$ cat config.mk
export PLATFORM = sky130hd
export DESIGN_NAME = rx_word_fifo
export DESIGN_NICKNAME = d
export VERILOG_FILES = /design/src/rtl/rx_word_fifo.sv
export SDC_FILE = /design/constraint.sdc
export NUM_CORES = 1
export LEC_CHECK = 0
export ABC_CLOCK_PERIOD_IN_PS = 10700
export BUFFER_PORTS_ARGS = -buffer_cell sky130_fd_sc_hd__buf_2
export CAP_MARGIN = 5
export CORE_MARGIN = 8
export CORE_UTILIZATION = 30
export DETAILED_ROUTE_END_ITERATION = 10
export SKIP_CTS_REPAIR_TIMING = 1
export SLEW_MARGIN = 20
export SYNTH_ARGS = -nofsm -noshare
export SYNTH_HDL_FRONTEND = slang
export SYNTH_SLANG_ARGS = --single-unit
$ cat constraint.sdc
create_clock -name CLK -period 10.7 [get_ports CLK]
set_clock_uncertainty 0.05 [all_clocks]
set_input_delay 0.535 -clock CLK [delete_from_list [all_inputs] [get_ports CLK]]
set_output_delay 0.535 -clock CLK [all_outputs]
set_load 0.03 [all_outputs]
$ cat src/rtl/rx_word_fifo.sv
// ============================================================================
// rx_word_fifo
// ----------------------------------------------------------------------------
// Packs bytes from the UART receiver into 32-bit words (first byte received
// lands in bits [31:24]) and queues the words in a first-word-fall-through
// FIFO of 2**DEPTH_LOG2 entries. The write-back stage pops one word per
// retired UART-to-register instruction. Sticky flags report a dropped
// complete word (FIFO full) and, optionally, a partial word discarded by an
// inter-byte timeout.
//
// Optional feature macro: RX_PARTIAL_TIMEOUT_EN
//   defined   : a partial word idle for TIMEOUT_CYCLES cycles is discarded
//               and partial_drop is set.
//   undefined : a partial word waits indefinitely; partial_drop is tied 0.
//
// Ports:
//   CLK           in   1             clock
//   reset         in   1             synchronous, active-high reset
//   rx_data       in   8             byte from the UART receiver
//   rx_valid      in   1             one-cycle pulse, rx_data valid
//   pop           in   1             consume head word (ignored when empty)
//   word_data     out  32            head word, 32'h0 when empty
//   word_ready    out  1             FIFO non-empty
//   count         out  DEPTH_LOG2+1  words held, 0..2**DEPTH_LOG2
//   byte_phase    out  2             bytes collected toward current word
//   overflow      out  1             sticky: complete word dropped (full)
//   partial_drop  out  1             sticky: partial word dropped (timeout)
// ============================================================================
module rx_word_fifo #(
    parameter int DEPTH_LOG2     = 3,
    parameter int TIMEOUT_CYCLES = 1_000_000
) (
    input  logic                  CLK,
    input  logic                  reset,
    input  logic [7:0]            rx_data,
    input  logic                  rx_valid,
    input  logic                  pop,
    output logic [31:0]           word_data,
    output logic                  word_ready,
    output logic [DEPTH_LOG2:0]   count,
    output logic [1:0]            byte_phase,
    output logic                  overflow,
    output logic                  partial_drop
);

    localparam int                 DEPTH    = 1 << DEPTH_LOG2;
    localparam logic [DEPTH_LOG2:0] CNT_FULL = {1'b1, {DEPTH_LOG2{1'b0}}};
    localparam logic [DEPTH_LOG2:0] CNT_ZERO = {(DEPTH_LOG2+1){1'b0}};
    localparam logic [DEPTH_LOG2:0] CNT_ONE  = (DEPTH_LOG2+1)'(1);
    localparam logic [DEPTH_LOG2-1:0] PTR_ONE = DEPTH_LOG2'(1);

    // Storage is deliberately not reset; count alone decides what is valid.
    logic [31:0]            r_mem [DEPTH];
    logic [DEPTH_LOG2-1:0]  r_wr_ptr;
    logic [DEPTH_LOG2-1:0]  r_rd_ptr;
    logic [DEPTH_LOG2:0]    r_count;
    logic [1:0]             r_phase;
    // Only the three most recent bytes are ever needed: the fourth byte is
    // taken straight from rx_data when the word completes.
    logic [23:0]            r_asm;
    logic                   r_overflow;

    logic                   w_push;
    logic                   w_pop;
    logic                   w_full;
    logic                   w_push_ok;
    logic                   w_drop;
    logic                   w_timeout;
    logic [31:0]            w_word;
    logic [DEPTH_LOG2:0]    w_count_nxt;

    assign w_word    = {r_asm, rx_data};
    assign w_push    = rx_valid && (r_phase == 2'd3);
    assign w_pop     = pop && (r_count != CNT_ZERO);
    assign w_full    = (r_count == CNT_FULL);
    // A push into a full FIFO still succeeds when the head leaves this edge.
    assign w_push_ok = w_push && (!w_full || w_pop);
    assign w_drop    = w_push && w_full && !w_pop;

    // Occupancy for the next cycle from this cycle's accepted push/pop.
    always_comb begin
        w_count_nxt = r_count;
        if (w_push_ok && !w_pop) begin
            w_count_nxt = r_count + CNT_ONE;
        end else if (w_pop && !w_push_ok) begin
            w_count_nxt = r_count - CNT_ONE;
        end else begin
            w_count_nxt = r_count;
        end
    end

    // FIFO pointers, occupancy, byte assembly and overflow flag.
    always_ff @(posedge CLK) begin
        if (reset) begin
            r_wr_ptr   <= {DEPTH_LOG2{1'b0}};
            r_rd_ptr   <= {DEPTH_LOG2{1'b0}};
            r_count    <= CNT_ZERO;
            r_phase    <= 2'd0;
            r_asm      <= 24'h0;
            r_overflow <= 1'b0;
        end else begin
            if (w_push_ok) begin
                r_wr_ptr <= r_wr_ptr + PTR_ONE;
            end
            if (w_pop) begin
                r_rd_ptr <= r_rd_ptr + PTR_ONE;
            end
            r_count <= w_count_nxt;
            // A byte arriving on the expiry cycle takes priority over timeout.
            if (rx_valid) begin
                r_phase <= r_phase + 2'd1;
                r_asm   <= {r_asm[15:0], rx_data};
            end else if (w_timeout) begin
                r_phase <= 2'd0;
                r_asm   <= 24'h0;
            end
            r_overflow <= r_overflow | w_drop;
        end
    end

    // Word storage write; reset blocks the write along with everything else.
    always_ff @(posedge CLK) begin
        if (!reset && w_push_ok) begin
            r_mem[r_wr_ptr] <= w_word;
        end
    end

`ifdef RX_PARTIAL_TIMEOUT_EN
    localparam int TO_W = $clog2(TIMEOUT_CYCLES) + 1;

    logic [TO_W-1:0] r_to_cnt;
    logic            r_partial_drop;

    assign w_timeout = (r_phase != 2'd0) && !rx_valid &&
                       (r_to_cnt == TO_W'(TIMEOUT_CYCLES - 1));

    // Idle-cycle counter for a partially assembled word.
    always_ff @(posedge CLK) begin
        if (reset) begin
            r_to_cnt <= {TO_W{1'b0}};
        end else if (rx_valid || w_timeout || (r_phase == 2'd0)) begin
            r_to_cnt <= {TO_W{1'b0}};
        end else begin
            r_to_cnt <= r_to_cnt + TO_W'(1);
        end
    end

    // Sticky record that a partial word was discarded.
    always_ff @(posedge CLK) begin
        if (reset) begin
            r_partial_drop <= 1'b0;
        end else begin
            r_partial_drop <= r_partial_drop | w_timeout;
        end
    end

    assign partial_drop = r_partial_drop;
`else
    logic [31:0] w_unused_timeout;

    assign w_unused_timeout = 32'(TIMEOUT_CYCLES);
    assign w_timeout        = 1'b0;
    assign partial_drop     = 1'b0;
`endif

    assign word_data  = (r_count == CNT_ZERO) ? 32'h0 : r_mem[r_rd_ptr];
    assign word_ready = (r_count != CNT_ZERO);
    assign count      = r_count;
    assign byte_phase = r_phase;
    assign overflow   = r_overflow;

endmodule
==> metrics.cfg <==
[cts]
cts_max_path_buffers=3
cts_tree=yes
cts.clk_slew.worst_paths_ns=0.06
clk_latency_ns=0.53
root_buffer=clkbuf_16
cts.sinks=296
numCtsBuffers=29
cts_max_level=1

[placed_design]
dpl_cell_area_um2=12200
place_ws_ns=7.33
dpl.cell_count=1115
io_buffers=51
dp_hpwl_um=12500
routabilityCongestion=0.674

[power_and_ir_drop]
powerDensity_nw_per_um2=220
p_leak_nw=4.31
seq_power_share=0.449
total_power_mw=2.90
p_sw_frac=0.279
p_comb_frac=0.199
p_int_mw=2.09
power_frac_clock=0.351
netSwitchingPower_uw=808
peakVddDrop_v=0.000139

[cells_and_area]
fin_area_um2=13200
ff_latch_area_um2=8490
layout_common_cells=256 x edfxtp_1, 72 x nor2_1, 63 x mux4_2
fin_cells=1170
layout-drive-gt1-share=0.287
layout_commonest_cell=edfxtp_1
nets=655
area_growth_pct=15.9
multi_input_area_um2=2710
fin_util=0.351
fill_cells=3508

[die]
initial_core_util=0.303
num_rows=71
die_y_um=211
coreArea_um2=37600
die-area_um2=44500
ios=53
die_x_um=211

[synth]
seq_area_frac_synth=0.745
syn_nets=592
ys_seq_elements=296
synthDistinctLibCells=35
synth_cells=573
syn_area_um2=11400
yosys_warnings=0
avgSynthCellArea_um2=19.9

[worst_setup_path]
worstPathArrival_ns=3.06
cp-end-kind=primary output
critPathKind=reg2out
worstPathRequired_ns=10.12
path_max_fanout=36
startpoint_type=register

[routing]
vias_per_cell=4.46
finalWirelength_um=21900
drtIter0Drc=340
ant_nets=0
route.detailed.drc=0
routedWlPerCell_um=18.7
first_pass_iters=4
via_count=5223

[sta]
hold_slack_ns=0.257
rsz0062_at_grt=no
final-max-slew-violation-count=0
max_clock_freq_mhz=274
min_period_ns=3.65
final-hold-violation-count=0
tns_ns=0
worst_slew_margin_rel=0.298
period_share=0.341
setup_violations=0
fin_ws_ns=7.05
tightest_slew_ns=1.05

[outcome]
outcome=finished, final reports clean

[global_route]
grt_pass1_vias=5710
grt_pass1_wl_um=34500
track_usage=0.0998
antenna_found_initial=1
grt_max_degree=65
grt-ovfl-total=0

[flow_run]
maxCapViolations=0

[min_path]
hp-class=in2reg

==> Yosys cell counts <==
master | n | area [um^2]
nor3_1 | 4 | 20.0
o21ba_2 | 1 | 10.0
fa_1 | 1 | 20.0
nand2_1 | 6 | 22.5
mux2_1 | 1 | 11.3
ha_1 | 6 | 75.1
nand3_2 | 1 | 10.0
a211oi_1 | 1 | 7.51
buf_4 | 1 | 7.51
nand3b_1 | 2 | 15.0
nor2b_1 | 1 | 6.26
clkbuf_1 | 8 | 30.0
xor2_1 | 3 | 26.3
buf_8 | 3 | 45.0
mux4_1 | 1 | 26.3
mux2i_1 | 59 | 591
xnor2_1 | 3 | 26.3
a21bo_2 | 1 | 10.0
buf_6 | 1 | 11.3
clkbuf_2 | 1 | 5.00
a21oi_1 | 4 | 20.0
inv_2 | 2 | 7.51
conb_1 | 1 | 3.75
buf_2 | 14 | 70.1
nor2_1 | 75 | 282
nor4_1 | 1 | 6.26
edfxtp_1 | 256 | 7690
nand3_1 | 4 | 20.0
mux4_2 | 63 | 1420
buf_12 | 3 | 60.1
dfxtp_1 | 40 | 801
nor4_4 | 1 | 21.3
a31oi_1 | 1 | 6.26
inv_1 | 2 | 7.51
nor4b_1 | 1 | 8.76
==> sequential cells by signal, indices dropped and copies added (netlist names), named ones only <==
register	flops
overflow	1
r_rd_ptr	3
byte_phase	2
r_wr_ptr	3
count	4
r_mem	256
r_asm	24
==> layer usage <==
| metal | part of all wire | vias up | track usage |
|---|---|---|---|
| met1 | 0.46 | 2703 | 0.136 |
| met2 | 0.48 | 93 | 0.164 |
| li1 | - | 2396 | - |
| met4 | 0.018 | 0 | 0.0292 |
| met5 | 0 | - | 0 |
| met3 | 0.039 | 31 | 0.0153 |
==> worst max-delay path, cell delays in order (launching register included) <==
cell,delay (ns)
dfxtp_4,0.74
buf_4,0.70
mux4_2,0.59
mux2i_1,0.21
nor2_1,0.07
buf_2,0.20
==> layout make-up <==
class                      instances  area share
sequential                       296       0.643
multi-input combinational        242       0.205
clock buffer                      48      0.0684
tap                              511      0.0484
timing repair buffer              63      0.0277
clock inverter                     5     0.00559
inverter                           4     0.00114
antenna                            1    0.000189
==> kinds of logic (layout without fill, tap and decap cells) <==
| group | after synthesis | after routing | share of synthesized area |
|---|---|---|---|
| buffers and inverters | 35 | 120 | 0.0214 |
| multiplexers | 124 | 124 | 0.180 |
| flip-flops | 296 | 296 | 0.745 |
| AND/OR/NAND/NOR | 96 | 96 | 0.0361 |
| adder cells (fa/ha/maj) | 7 | 7 | 0.00834 |
| AO/OA/AOI/OAI | 8 | 8 | 0.00472 |
| other | 1 | 2 | 0.000329 |
| XOR/XNOR | 6 | 6 | 0.00461 |
==> power groups by stage <==
stage	Combinational, mW	Clock (mW)	Sequential (mW)
2_1_floorplan	0.455	0	1.32
3_3_place_gp	0.602	0	1.33
3_5_place_dp	0.601	0	1.33
4_1_cts	0.602	1.05	1.31
5_1_grt	0.635	1.09	1.31
6_report	0.578	1.02	1.30
==> worst paths after layout <==
path / endpoint / slack [ns] / from / depth (start not counted)
setup / recovery: word_data[12] / 7.05 / register / 5
hold / removal: r_mem[2][5] / 0.26 / rx_data[5] / 1
setup reg to reg: count[3] / 7.82 / count[0] / 11
hold reg to reg: register / 0.42 / r_rd_ptr[1] / 2
No activity file was read; power rests on OpenSTA's default activity.
